===== src/rtl/cdc_handshake_receiver.sv =====
// Receive side of a four-phase req/ack clock-domain crossing with a one-entry valid/ready buffer.
// Optional incrementing-sequence checker compiled in with `define CDC_RX_SEQ_CHECK_EN.
module cdc_handshake_receiver #(
  parameter int WIDTH       = 4,
  parameter int SYNC_STAGES = 2
) (
  input  logic             clk,
  input  logic             rst_n,
  input  logic             en,
  input  logic [WIDTH-1:0] data,
  output logic             ack,
  output logic [WIDTH-1:0] out_data,
  output logic             out_valid,
  input  logic             out_ready,
  output logic             seq_err,
  output logic [7:0]       err_cnt
);

  localparam logic [0:0] ST_IDLE = 1'b0;
  localparam logic [0:0] ST_ACK  = 1'b1;

  logic [SYNC_STAGES-1:0] sync_p;
  logic                   req_s;
  logic [0:0]             state;
  logic                   capture;

  always_ff @(posedge clk or negedge rst_n) begin
    if (!rst_n) sync_p <= '0;
    else        sync_p <= {sync_p[SYNC_STAGES-2:0], en};
  end

  assign req_s = sync_p[SYNC_STAGES-1];

  // data is only looked at while req_s is high, when the sender holds it stable
  assign capture = (state == ST_IDLE) && req_s && (!out_valid || out_ready);

  always_ff @(posedge clk or negedge rst_n) begin
    if (!rst_n) begin
      state <= ST_IDLE;
      ack   <= 1'b0;
    end else begin
      case (state)
        ST_IDLE: if (capture) begin
          state <= ST_ACK;
          ack   <= 1'b1;
        end
        ST_ACK: if (!req_s) begin
          state <= ST_IDLE;
          ack   <= 1'b0;
        end
        default: begin
          state <= ST_IDLE;
          ack   <= 1'b0;
        end
      endcase
    end
  end

  always_ff @(posedge clk or negedge rst_n) begin
    if (!rst_n) begin
      out_valid <= 1'b0;
      out_data  <= '0;
    end else if (capture) begin
      out_valid <= 1'b1;
      out_data  <= data;
    end else if (out_ready) begin
      out_valid <= 1'b0;
    end
  end

`ifdef CDC_RX_SEQ_CHECK_EN
  logic [WIDTH-1:0] expected;
  logic             have_exp;
  logic             mismatch;

  function automatic logic [7:0] sat_inc(input logic [7:0] v);
    return (v == 8'hFF) ? v : v + 8'd1;
  endfunction

  // the very first word after reset only seeds the expectation
  assign mismatch = have_exp && (data != expected);

  always_ff @(posedge clk or negedge rst_n) begin
    if (!rst_n) begin
      expected <= '0;
      have_exp <= 1'b0;
      seq_err  <= 1'b0;
      err_cnt  <= '0;
    end else begin
      seq_err <= 1'b0;
      if (capture) begin
        expected <= data + WIDTH'(1);
        have_exp <= 1'b1;
        if (mismatch) begin
          seq_err <= 1'b1;
          err_cnt <= sat_inc(err_cnt);
        end
      end
    end
  end
`else
  assign seq_err = 1'b0;
  assign err_cnt = '0;
`endif

endmodule


===== config.mk =====
export PLATFORM = sky130hd
export DESIGN_NAME = cdc_handshake_receiver
export DESIGN_NICKNAME = d
export VERILOG_FILES = /design/src/rtl/cdc_handshake_receiver.sv
export SDC_FILE = /design/constraint.sdc
export NUM_CORES = 1
export LEC_CHECK = 0
export ABC_AREA = 1
export BUFFER_PORTS_ARGS = -buffer_cell sky130_fd_sc_hd__clkbuf_2
export CORE_AREA = 2 2 39 41
export DETAILED_ROUTE_END_ITERATION = 8
export DIE_AREA = 0 0 41 43
export GPL_TIMING_DRIVEN = 0
export PLACE_DENSITY = 0.62
export SYNTH_ARGS = -nofsm -noshare
export SYNTH_HDL_FRONTEND = slang
export SYNTH_SLANG_ARGS = --single-unit

===== constraint.sdc =====
create_clock -name clk -period 1 [get_ports clk]
set_clock_uncertainty 0.15 [all_clocks]
set_input_delay 0 -clock clk [delete_from_list [all_inputs] [get_ports clk]]
set_output_delay 0 -clock clk [all_outputs]
set_load 0.01 [all_outputs]

# Word-level counts from Yosys, hierarchy flattened
# Index checks and enable logic that the tools add are counted.
[op_classes] eq_ne=2 mux=8 bitwise_logic=1 n_reduce_logical=6
[op_table] operator="$mux W1" n=6
[op_table] operator="$ne A2 B2 Y1 const B" n=2
[op_table] operator="$pmux W1 S2" n=2
[op_table] operator="$logic_and A1 B1 Y1" n=2
[op_table] operator="$reduce_and A2 Y1" n=1
[op_table] operator="$reduce_bool A2 Y1" n=1
[op_table] operator="$logic_not A1 Y1" n=1
[op_table] operator="$logic_or A1 B1 Y1" n=1
[op_table] operator="$not A1 Y1" n=1
[totals] reg_bits=9 in_bits=8 output_inout_bits=15

# Longest topological paths before layout
# Gate-level depths: netlist of run 1.
[logic_depth] ltp_word=5 depth_mapped=5 ltp_nobuf=5

# Worst setup path before layout of run 1
# OpenSTA, ideal clock, no wires.
[synth_path] path_type="register to register" startpoint="register state" endpoint="register out_data[0]" setup_ns=0.117 t_arrival_ns=0.717 required_time_ns=0.733 setup_slack_ns=0.016 stages_incl_launch_ff=5 n_path_buf=0 path_cell_list="dfrtp_1 > nor2_4 > nand2_4 > nand2_1 > nand2_1"
[synth_between] elab_chain_cells=3
[synth_lines] item="start: declaration" line_no="24" text="logic [0:0] state;"
[synth_lines] item="start signal: assignment" line_no="39" text="state <= ST_IDLE;"
[synth_lines] item="start signal: assignment" line_no="44" text="state <= ST_ACK;"
[synth_lines] item="start signal: assignment" line_no="48" text="state <= ST_IDLE;"
[synth_lines] item="$not A1 Y1"
[synth_lines] item="$logic_and A1 B1 Y1 (2 in a row)" line_no="35" text="assign capture = (state == ST_IDLE) && req_s && (!out_valid || out_ready);"
[synth_lines] item="end signal: assignment" line_no="65" text="out_data <= data;"
[synth_lines] item="end: declaration" line_no="12" text="output logic [WIDTH-1:0] out_data,"
# No other way between the ends.
# A chain may end at the register's enable or synchronous reset.

# Final worst setup path of run 1
[layout_path] startpoint="register sync_p[1]" endpoint="register out_data[0]"
[layout_between] elab_chain_cells=2
[layout_lines] item="start: declaration" line_no="22" text="logic [SYNC_STAGES-1:0] sync_p;"
[layout_lines] item="start signal: assignment" line_no="29" text="else sync_p <= {sync_p[SYNC_STAGES-2:0], en};"
[layout_lines] item="$logic_and A1 B1 Y1 (2 in a row)" line_no="35"
# No other way between the ends.

==> results of run 1 <==
per-layer routing:
| layer | part of all wire [%] | GRT usage (%) | vias to the layer above |
|---|---|---|---|
| li1 | - | - | 172 |
| met1 | 45 | 10.8 | 131 |
| met2 | 45 | 14.1 | 19 |
| met3 | 9.6 | 3.14 | 0 |
| met4 | 0 | 8.00 | 0 |
| met5 | 0 | 0 | - |
report_power, final:
group | switching, W | leakage [nW] | total [W] | internal, W
logic | 0.000169 | 0.233 | 0.000317 | 0.000148
clock network | 0.000117 | 0.0150 | 0.000270 | 0.000153
registers | 0.0000544 | 0.108 | 0.000506 | 0.000451
total | 0.000340 | 0.356 | 0.00109 | 0.000752
critical path: stages (launching register included):
cell     delay [ns]
dfrtp_1        0.35
inv_2          0.05
nor2_4         0.17
nand2_4        0.10
nand2_1        0.07
nand2_1        0.04
cells in the final DEF, fill, tap and decap left out:
cell | synthesis | final
clkbuf_4 | 0 | 3
inv_2 | 1 | 1
dlygate4sd3_1 | 0 | 6
nand2_2 | 1 | 2
nand2_4 | 1 | 1
nand3_1 | 4 | 4
clkbuf_2 | 0 | 13
buf_4 | 9 | 10
conb_1 | 1 | 9
nand2_1 | 10 | 9
nor2_4 | 1 | 1
dfrtp_1 | 9 | 9
o21ai_0 | 2 | 1
o21ai_2 | 0 | 1
clkbuf_1 | 0 | 1
inv_1 | 2 | 2
state kept, by name, indices dropped and copies added (netlist names):
name and count:
sync_p 2, state 1, out_valid 1, ack 1
out_data 4
repair_timing:
action | CTS | global route
setup endpoints to repair | 5 | 7
setup buffers | 0 | 1
hold endpoints to repair | 15 | 10
pin swaps | 2 | 1
resized for setup | 1 | 2
kinds of logic (layout without fill, tap and decap cells):
kind of cell	Yosys count	count (layout)	share of synthesized area (%)
AOI/OAI and AO/OA	2	2	2.48
buffers and inverters	12	36	19.5
DFF	9	9	55.7
other	1	9	0.928
and+or+nand+nor	17	17	21.4
layout make-up:
class / instances / area [um2]
buffer: 9 / 67.6
inverter: 3 / 11.3
clock buffer: 4 / 26.3
sequential: 9 / 225
timing repair buffer: 20 / 133
fill: 151 / 764
tap: 16 / 20.0
multi-input combinational: 28 / 136
worst paths after layout:
kind / startpoint / end / depth (start not counted)
worst max-delay path: sync_p[1] / out_data[0] / 5
min in group asynchronous: rst_n / out_data[2] / 2
worst min-delay path: out_ready / out_valid / 4
worst min register to register: sync_p[0] / sync_p[1] / 0
max in group asynchronous: rst_n / ack / 2
worst max register to register: sync_p[1] / out_data[0] / 5
through the flow:
step | std cells | power [W] | setup TNS, ns | util [%]
floorplan | 49 | 0.000682 | 0 | -
global placement | 78 | 0.000794 | -0.166 | 37.5
detailed placement | 78 | 0.000799 | -0.206 | 37.5
CTS | 88 | 0.00110 | -0.171 | 43.9
global route | 89 | 0.00118 | -0.489 | 44.8
finish | 89 | 0.00109 | -0.134 | 44.8
==> impl_metrics.py, run 1 <==
metrics = {
    "placement": {
        "place.gp.congestion": 0.694,
        "io_buffers": 13,
        "place_ws_ns": -0.0580,
        "hpwl_um": 511,
        "placed_cell_area_um2": 519,
    },
    "sta": {
        "setup_violations": 4,
        "rsz0062_at_grt": "true",
        "max_freq_mhz": 962,
        "period_share_pct": 104,
        "hold_viol": 10,
        "worst_hold_slack_ns": -0.0627,
        "min_period_ns": 1.04,
        "maxSlewViolCount": 0,
        "setup_slack_ns": -0.0392,
    },
    "die": {
        "dieHeight_um": 43,
        "pin_count": 23,
        "die-width_um": 41,
        "initial_core_util_pct": 29.2,
        "num_rows": 14,
        "dieArea_um2": 1760,
        "core_um2": 1380,
    },
    "global_routing": {
        "grt_pass1_wl_um": 1080,
        "overflow": 0,
        "grt_antenna_before_repair": 0,
        "grt_usage_pct": 9.69,
        "grt_max_degree": 10,
        "grt_pass1_vias": 281,
    },
    "yosys": {
        "syn_area_um2": 404,
        "synth_common_cells": "nand2_1, buf_4, dfrtp_1, nand3_1",
        "synthCells": 41,
        "ys.flop_type": "dfrtp_1",
        "synth_top_area_cell": "dfrtp_1",
        "synth_edf_count": 0,
        "synthDistinctLibCells": 11,
        "ys_seq_area_share_pct": 55.7,
        "yosysMostFrequentCell": "nand2_1",
        "netlist.area_leader.share_pct": 55.7,
        "synthTopCellsByArea": "dfrtp_1, buf_4, nand2_1",
        "syn_area_per_cell_um2": 9.86,
        "ys_async_sr_fraction_pct": 100,
        "ys_seq_elements": 9,
        "yosys_warnings": 0,
    },
    "drt": {
        "num_vias": 322,
        "wl_um": 691,
        "vias_per_cell": 3.62,
        "drt_iter0_markers": 3,
        "drc_errors": 0,
        "wl_per_cell_um": 7.76,
        "ant_nets": 0,
        "first_pass_iters": 3,
    },
    "min_path": {
        "hp-class": "input pin to flop",
    },
    "cts": {
        "clockBufferDepth": 2,
        "cts-root-buf": "clkbuf_4",
        "cts_sinks": 9,
        "cts_tree": "built",
        "cts_hold_buf": 6,
        "clk_pin_slew_ns": 0.06,
        "clk_latency_ns": 0.25,
        "cts-buffers-inserted": 3,
        "htreeDepth": 1,
    },
    "cells_and_area": {
        "area_growth_syn_to_layout_pct": 53.3,
        "drive_above_1_share_pct": 43.8,
        "fin_area_um2": 619,
        "fin_nets": 82,
        "antenna-diode-count": 0,
    },
    "flow_run": {
        "maxCapViolCount": 0,
    },
    "setup_path": {
        "startpoint_type": "flop",
        "worst-setup-path-type": "flop to flop",
        "crit_required_ns": 1.00,
        "cp_max_fo": 7,
        "reg2reg_slack_ns": -0.04,
        "worstSetupEndpointType": "flop",
        "critical_path_arrival_ns": 1.04,
    },
    "power_and_ir_drop": {
        "leakagePower_nw": 0.356,
        "p_per_area_nw_per_um2": 1760,
        "vdd_drop_max_v": 0.000806,
    },
    "status": {
        "status": "finished with violations",
        "violations": "negative hold slack, negative setup slack",
    },
}
Note: power is estimated with default switching activity, not from simulation.
==> run 2: changes to the inputs <==
--- a/config.mk
+++ b/config.mk
@@ -7,10 +7,10 @@
 export LEC_CHECK = 0
 export ABC_AREA = 1
 export BUFFER_PORTS_ARGS = -buffer_cell sky130_fd_sc_hd__clkbuf_2
+export CAP_MARGIN = 20
 export CORE_AREA = 2 2 39 41
 export DETAILED_ROUTE_END_ITERATION = 8
 export DIE_AREA = 0 0 41 43
-export GPL_TIMING_DRIVEN = 0
 export PLACE_DENSITY = 0.62
 export SYNTH_ARGS = -nofsm -noshare
 export SYNTH_HDL_FRONTEND = slang
==> run 2 against run 1 <==
Effect of this change:
- the flow still finishes with violations (negative hold slack, negative setup slack)
- setup slack got worse by 0.0073 ns
- sequential share of layout area rose by 4.5 points
- core utilization fell by 5.0 points
- clock power rose by 3%
- via count fell by 4.0%
- sequential power barely moved
- die area did not move
- combinational power fell by 7.6%
==> impl_metrics.py, run 2 (synthesis results as in run 1) <==
metrics = {
    "setup_path": {
        "critical_path.endpoint": "out_data[2]",
        "crit_required_ns": 1.00,
        "cp_max_fo": 7,
        "timing.rr.end": "out_data[2]",
        "worst-setup-path-type": "flop to flop",
        "startpoint": "state",
        "worstSetupEndpointType": "flop",
        "reg2regPathDepth": 4,
        "reg2reg_slack_ns": -0.05,
        "timing.rr.start": "state",
        "startpoint_type": "flop",
        "critical_path_arrival_ns": 1.05,
    },
    "global_routing": {
        "grt_pass1_wl_um": 1150,
        "grt_antenna_before_repair": 0,
        "grt_max_degree": 10,
        "use_met3_pct": 4.19,
        "globalRoute.busiestLayer": "met2",
        "met1_usage_pct": 11.7,
        "grtUsageMet2_pct": 14.4,
        "grt_usage_pct": 9.97,
        "grt_pass1_vias": 295,
        "overflow": 0,
    },
    "die": {
        "initial_core_util_pct": 29.2,
        "core_um2": 1380,
        "num_rows": 14,
        "dieHeight_um": 43,
        "die-width_um": 41,
        "pin_count": 23,
        "dieArea_um2": 1760,
    },
    "power_and_ir_drop": {
        "p_per_area_nw_per_um2": 1960,
        "p_switching_w": 0.000348,
        "vdd_drop_max_v": 0.000765,
        "p_int_w": 0.000731,
        "seqPwrFrac_pct": 47.0,
        "pwr-share-comb_pct": 27.2,
        "leakagePower_nw": 0.306,
        "clkPwrFrac_pct": 25.8,
        "swShare_pct": 32.2,
        "total_power_w": 0.00108,
    },
    "drt": {
        "ant_nets": 0,
        "num_vias": 309,
        "first_pass_iters": 4,
        "drt_iter0_markers": 3,
        "wl_per_cell_um": 8.78,
        "drc_errors": 0,
        "wl_um": 702,
        "vias_per_cell": 3.86,
    },
    "sta": {
        "fin_setup_tns_ns": -0.188,
        "min_period_ns": 1.05,
        "setup_slack_ns": -0.0465,
        "max_freq_mhz": 956,
        "hold_viol": 10,
        "rsz0062_at_grt": "true",
        "maxSlewViolCount": 0,
        "period_share_pct": 105,
        "setup_violations": 5,
        "worst_hold_slack_ns": -0.0755,
    },
    "status": {
        "status": "finished with violations",
        "violations": "negative hold slack, negative setup slack",
    },
    "cts": {
        "cts_sinks": 9,
        "clk_pin_slew_ns": 0.06,
        "clockBufferDepth": 2,
        "clk_latency_ns": 0.26,
        "htreeDepth": 1,
        "cts-buffers-inserted": 3,
        "cts_tree": "built",
        "cts_hold_buf": 6,
        "cts-root-buf": "clkbuf_4",
    },
    "min_path": {
        "hp-class": "input pin to flop",
    },
    "cells_and_area": {
        "top_regs": "out_data: 4 flops, sync_p: 2 flops",
        "antenna-diode-count": 0,
        "area_growth_syn_to_layout_pct": 36.2,
        "fin_util_pct": 39.8,
        "mostFrequentLayoutCells": "clkbuf_2, conb_1, dfrtp_1",
        "largest_register": "out_data",
        "largest_reg_flops": 4,
        "drive_above_1_share_pct": 35.9,
        "layout_commonest_cell": "clkbuf_2",
        "fin_nets": 73,
    },
    "flow_run": {
        "maxCapViolCount": 0,
    },
    "placement": {
        "place.gp.congestion": 0.751,
        "io_buffers": 13,
        "hpwl_um": 496,
    },
}
run 2: changes by cell type in the layout (fill, tap and decap cells not counted):
cell	before	now
nand2_1	9	8
o21ai_2	1	0
o21ai_1	0	1
buf_4	10	1
nand2_2	2	3
run 2: layer usage:
metal	wire [um]	vias to the layer above
met4	12	0
met5	0	-
met3	87	2
met2	322	21
met1	280	132
li1	-	154
run 2: critical path, stage by stage, from the launching register on:
cell and delay [ns]:
dfrtp_1 0.41, nor2_4 0.18, nand2_4 0.09, nand2_2 0.07, nand2_2 0.04
run 2: worst min-delay path by stage:
| stage | end | cells after the start | from |
|---|---|---|---|
| 6_report | out_valid | 4 | out_ready |
| 5_1_grt | out_valid | 4 | out_ready |
| 4_1_cts | out_valid | 4 | out_ready |
| 3_5_place_dp | out_data[2] | 1 | rst_n |
| 3_3_place_gp | out_data[2] | 1 | rst_n |
| 2_1_floorplan | ack | 0 | rst_n |
run 2: layout make-up:
cell class,instances,area (um2)
multi-input combinational,28,135
tap,16,20.0
clock buffer,4,26.3
sequential,9,225
timing repair buffer,20,133
inverter,3,11.3
fill,138,833
run 2: power by group through the flow:
| stage | Combinational [W] | Sequential (W) | Clock (W) |
|---|---|---|---|
| floorplan | 0.000141 | 0.000541 | 0 |
| global placement | 0.000264 | 0.000512 | 0 |
| detailed placement | 0.000264 | 0.000510 | 0 |
| CTS | 0.000287 | 0.000504 | 0.000296 |
| global route | 0.000333 | 0.000519 | 0.000312 |
| finish | 0.000293 | 0.000507 | 0.000278 |
run 2: through the flow:
step	hold slack (ns)	cell area (um2)	setup slack [ns]	cells
floorplan	-0.446	434	0.0161	49
global placement	-0.284	452	-0.0200	69
detailed placement	-0.281	452	-0.0299	69
CTS	-0.0824	546	-0.0217	80
global route	-0.0405	551	-0.107	80
finish	-0.0755	551	-0.0465	80
run 2: timing repair:
item,in CTS,in global routing
gates resized for setup,0,3
setup buffers,1,0
pin swaps,1,2
setup endpoints to repair,5,6
hold endpoints to repair,15,10
==> run 3: changes to the inputs <==
==> config.mk (replaced) <==
export PLATFORM = sky130hd
export DESIGN_NAME = cdc_handshake_receiver
export DESIGN_NICKNAME = d
export VERILOG_FILES = /design/src/rtl/cdc_handshake_receiver.sv
export SDC_FILE = /design/constraint.sdc
export NUM_CORES = 1
export LEC_CHECK = 0
export ABC_AREA = 1
export BUFFER_PORTS_ARGS = -buffer_cell sky130_fd_sc_hd__buf_2
export CAP_MARGIN = 20
export CELL_PAD_IN_SITES_DETAIL_PLACEMENT = 0
export CELL_PAD_IN_SITES_GLOBAL_PLACEMENT = 1
export CORE_MARGIN = 1
export CORE_UTILIZATION = 25
export DETAILED_ROUTE_END_ITERATION = 8
export PLACE_DENSITY = 0.69
export SYNTH_ARGS = -nofsm -noshare
export SYNTH_HDL_FRONTEND = slang
export SYNTH_SLANG_ARGS = --single-unit
==> run 3 against run 2 <==
Effect of this change:
- the flow still finishes with violations (negative hold slack, negative setup slack)
- final area grew 3.9%
- critical path depth is the same
- combinational power grew 11%
- core utilization shrank 1.8 points
- hold slack lost 0.021 ns
- clock-buffer cell count is the same
- routed wire length shrank 1.9%
- fmax grew 0.67%
- via count shrank 0.65%
- die area grew 1.0%
- non-clock buffer count grew 1
- first-iteration DRC count shrank 67%
- critical endpoint is now out_data[1]
- largest cell class unchanged
- highest routed layer is now met3
==> impl_metrics.py, run 3 (synthesis results as in run 1) <==
metrics = {
    "status": {
        "status": "finished with violations",
        "violations": "negative hold slack, negative setup slack",
    },
    "sta": {
        "setup_violations": 5,
        "hold_viol": 14,
        "worst_hold_slack_ns": -0.0965,
        "setup_slack_ns": -0.0396,
        "period_share_pct": 104,
        "max_freq_mhz": 962,
        "min_period_ns": 1.04,
        "maxSlewViolCount": 0,
        "rsz0062_at_grt": "true",
    },
    "cells_and_area": {
        "fin_cells": 81,
        "fin_area_um2": 572,
        "drive_above_1_share_pct": 40.0,
        "largest_register": "out_data",
        "largest_reg_flops": 4,
        "mostFrequentLayoutCells": "buf_2, conb_1, dfrtp_1",
        "antenna-diode-count": 0,
        "area_growth_syn_to_layout_pct": 41.5,
        "fin_nets": 74,
        "top_regs": "out_data: 4 flops, sync_p: 2 flops",
        "layout_commonest_cell": "buf_2",
    },
    "cts": {
        "clk_pin_slew_ns": 0.06,
        "cts-root-buf": "clkbuf_4",
        "cts-buffers-inserted": 3,
        "clockBufferDepth": 2,
        "htreeDepth": 1,
        "cts_sinks": 9,
        "clk_latency_ns": 0.25,
        "cts_hold_buf": 6,
        "cts_tree": "built",
    },
    "drt": {
        "drt_iter0_markers": 1,
        "num_vias": 307,
        "vias_per_cell": 3.79,
        "drc_errors": 0,
        "wl_um": 689,
        "ant_nets": 0,
        "wl_per_cell_um": 8.51,
        "first_pass_iters": 2,
    },
    "die": {
        "core_um2": 1510,
        "pin_count": 23,
        "dieHeight_um": 42.2,
        "initial_core_util_pct": 26.8,
        "die-width_um": 42.2,
        "dieArea_um2": 1780,
        "num_rows": 14,
    },
    "min_path": {
        "hp-class": "input pin to flop",
        "hold_depth": 4,
        "holdPathEnd": "out_valid",
        "worstHoldStart": "out_ready",
    },
    "setup_path": {
        "timing.rr.end": "out_data[1]",
        "reg2reg_slack_ns": -0.04,
        "startpoint_type": "flop",
        "crit_required_ns": 1.00,
        "worstSetupEndpointType": "flop",
        "cp_max_fo": 7,
        "critical_path_arrival_ns": 1.04,
        "reg2regPathDepth": 4,
        "worst-setup-path-type": "flop to flop",
        "timing.rr.start": "state",
    },
    "power_and_ir_drop": {
        "pwr-share-comb_pct": 29.3,
        "clkPwrFrac_pct": 24.7,
        "total_power_w": 0.00111,
        "vdd_drop_max_v": 0.000844,
        "seqPwrFrac_pct": 46.0,
        "swShare_pct": 31.9,
        "p_switching_w": 0.000354,
        "leakagePower_nw": 0.316,
        "p_int_w": 0.000755,
        "p_per_area_nw_per_um2": 1940,
    },
    "placement": {
        "placed_cell_area_um2": 452,
        "place.gp.congestion": 0.798,
        "io_buffers": 13,
        "hpwl_um": 476,
        "placed_cells": 69,
    },
    "global_routing": {
        "grt_pass1_wl_um": 1180,
        "grt_antenna_before_repair": 0,
        "grt_max_degree": 10,
        "grt_pass1_vias": 265,
        "overflow": 0,
        "grt_usage_pct": 9.25,
    },
    "flow_run": {
        "maxCapViolCount": 0,
    },
}
run 3: changes by cell type in the layout (fill, tap and decap cells not counted), sizes merged:
| cell | before | now |
|---|---|---|
| buf | 1 | 15 |
| clkbuf | 17 | 4 |
run 3: power groups by stage:
stage                     sequential, W  combinational, W  clock, W
final                          0.000511          0.000325  0.000273
after CTS                      0.000500          0.000282  0.000289
after global routing           0.000524          0.000358  0.000315
after detailed placement       0.000507          0.000266         0
after floorplan                0.000541          0.000141         0
after global placement         0.000508          0.000266         0
run 3: critical path, stage by stage, from the launching register on:
cell	delay, ns
dfrtp_1	0.41
nor2_4	0.17
nand2_4	0.10
nand2_1	0.07
nand2_1	0.04
run 3: routing by layer:
metal / GRT usage [%] / part of all wire (%)
met5: 0 / 0
met4: 5.63 / 0
met1: 13.4 / 48
met2: 11.1 / 45
met3: 3.88 / 7.1
run 3: worst max path at each step:
stage                   start  cells after the start  slack, ns          end
global route            state                      4      -0.08  out_data[3]
floorplan               state                      4       0.02  out_data[0]
CTS                 sync_p[1]                      5      -0.04  out_data[3]
detailed placement      state                      4      -0.03  out_data[1]
global placement        state                      4      -0.02  out_data[1]
finish                  state                      4      -0.04  out_data[1]
run 3: final cells by class:
class                   instances  area (um2)
flip-flops and latches          9         225
clock buffers                   4        26.3
repair buffers                 21         144
inverters                       3        11.3
multi-input cells              28         145
well taps                      16        20.0
fillers                       162         935
run 3: per-stage QoR:
stage	utilization (%)	setup TNS [ns]	worst slack [ns]	hold slack [ns]
2_1_floorplan	-	0	0.0161	-0.446
3_3_place_gp	30.0	-0.0734	-0.0241	-0.288
3_5_place_dp	30.0	-0.0945	-0.0297	-0.287
4_1_cts	35.7	-0.139	-0.0364	-0.0753
5_1_grt	38.0	-0.379	-0.0766	-0.0968
6_report	38.0	-0.140	-0.0396	-0.0965
run 3: repair_timing:
action                                 4_1_cts  5_1_grt
setup endpoints to repair                    5        7
endpoints found under the hold margin       15        2
gates resized for setup                      0        6
pin swaps                                    3        5
buffers inserted                             0        2
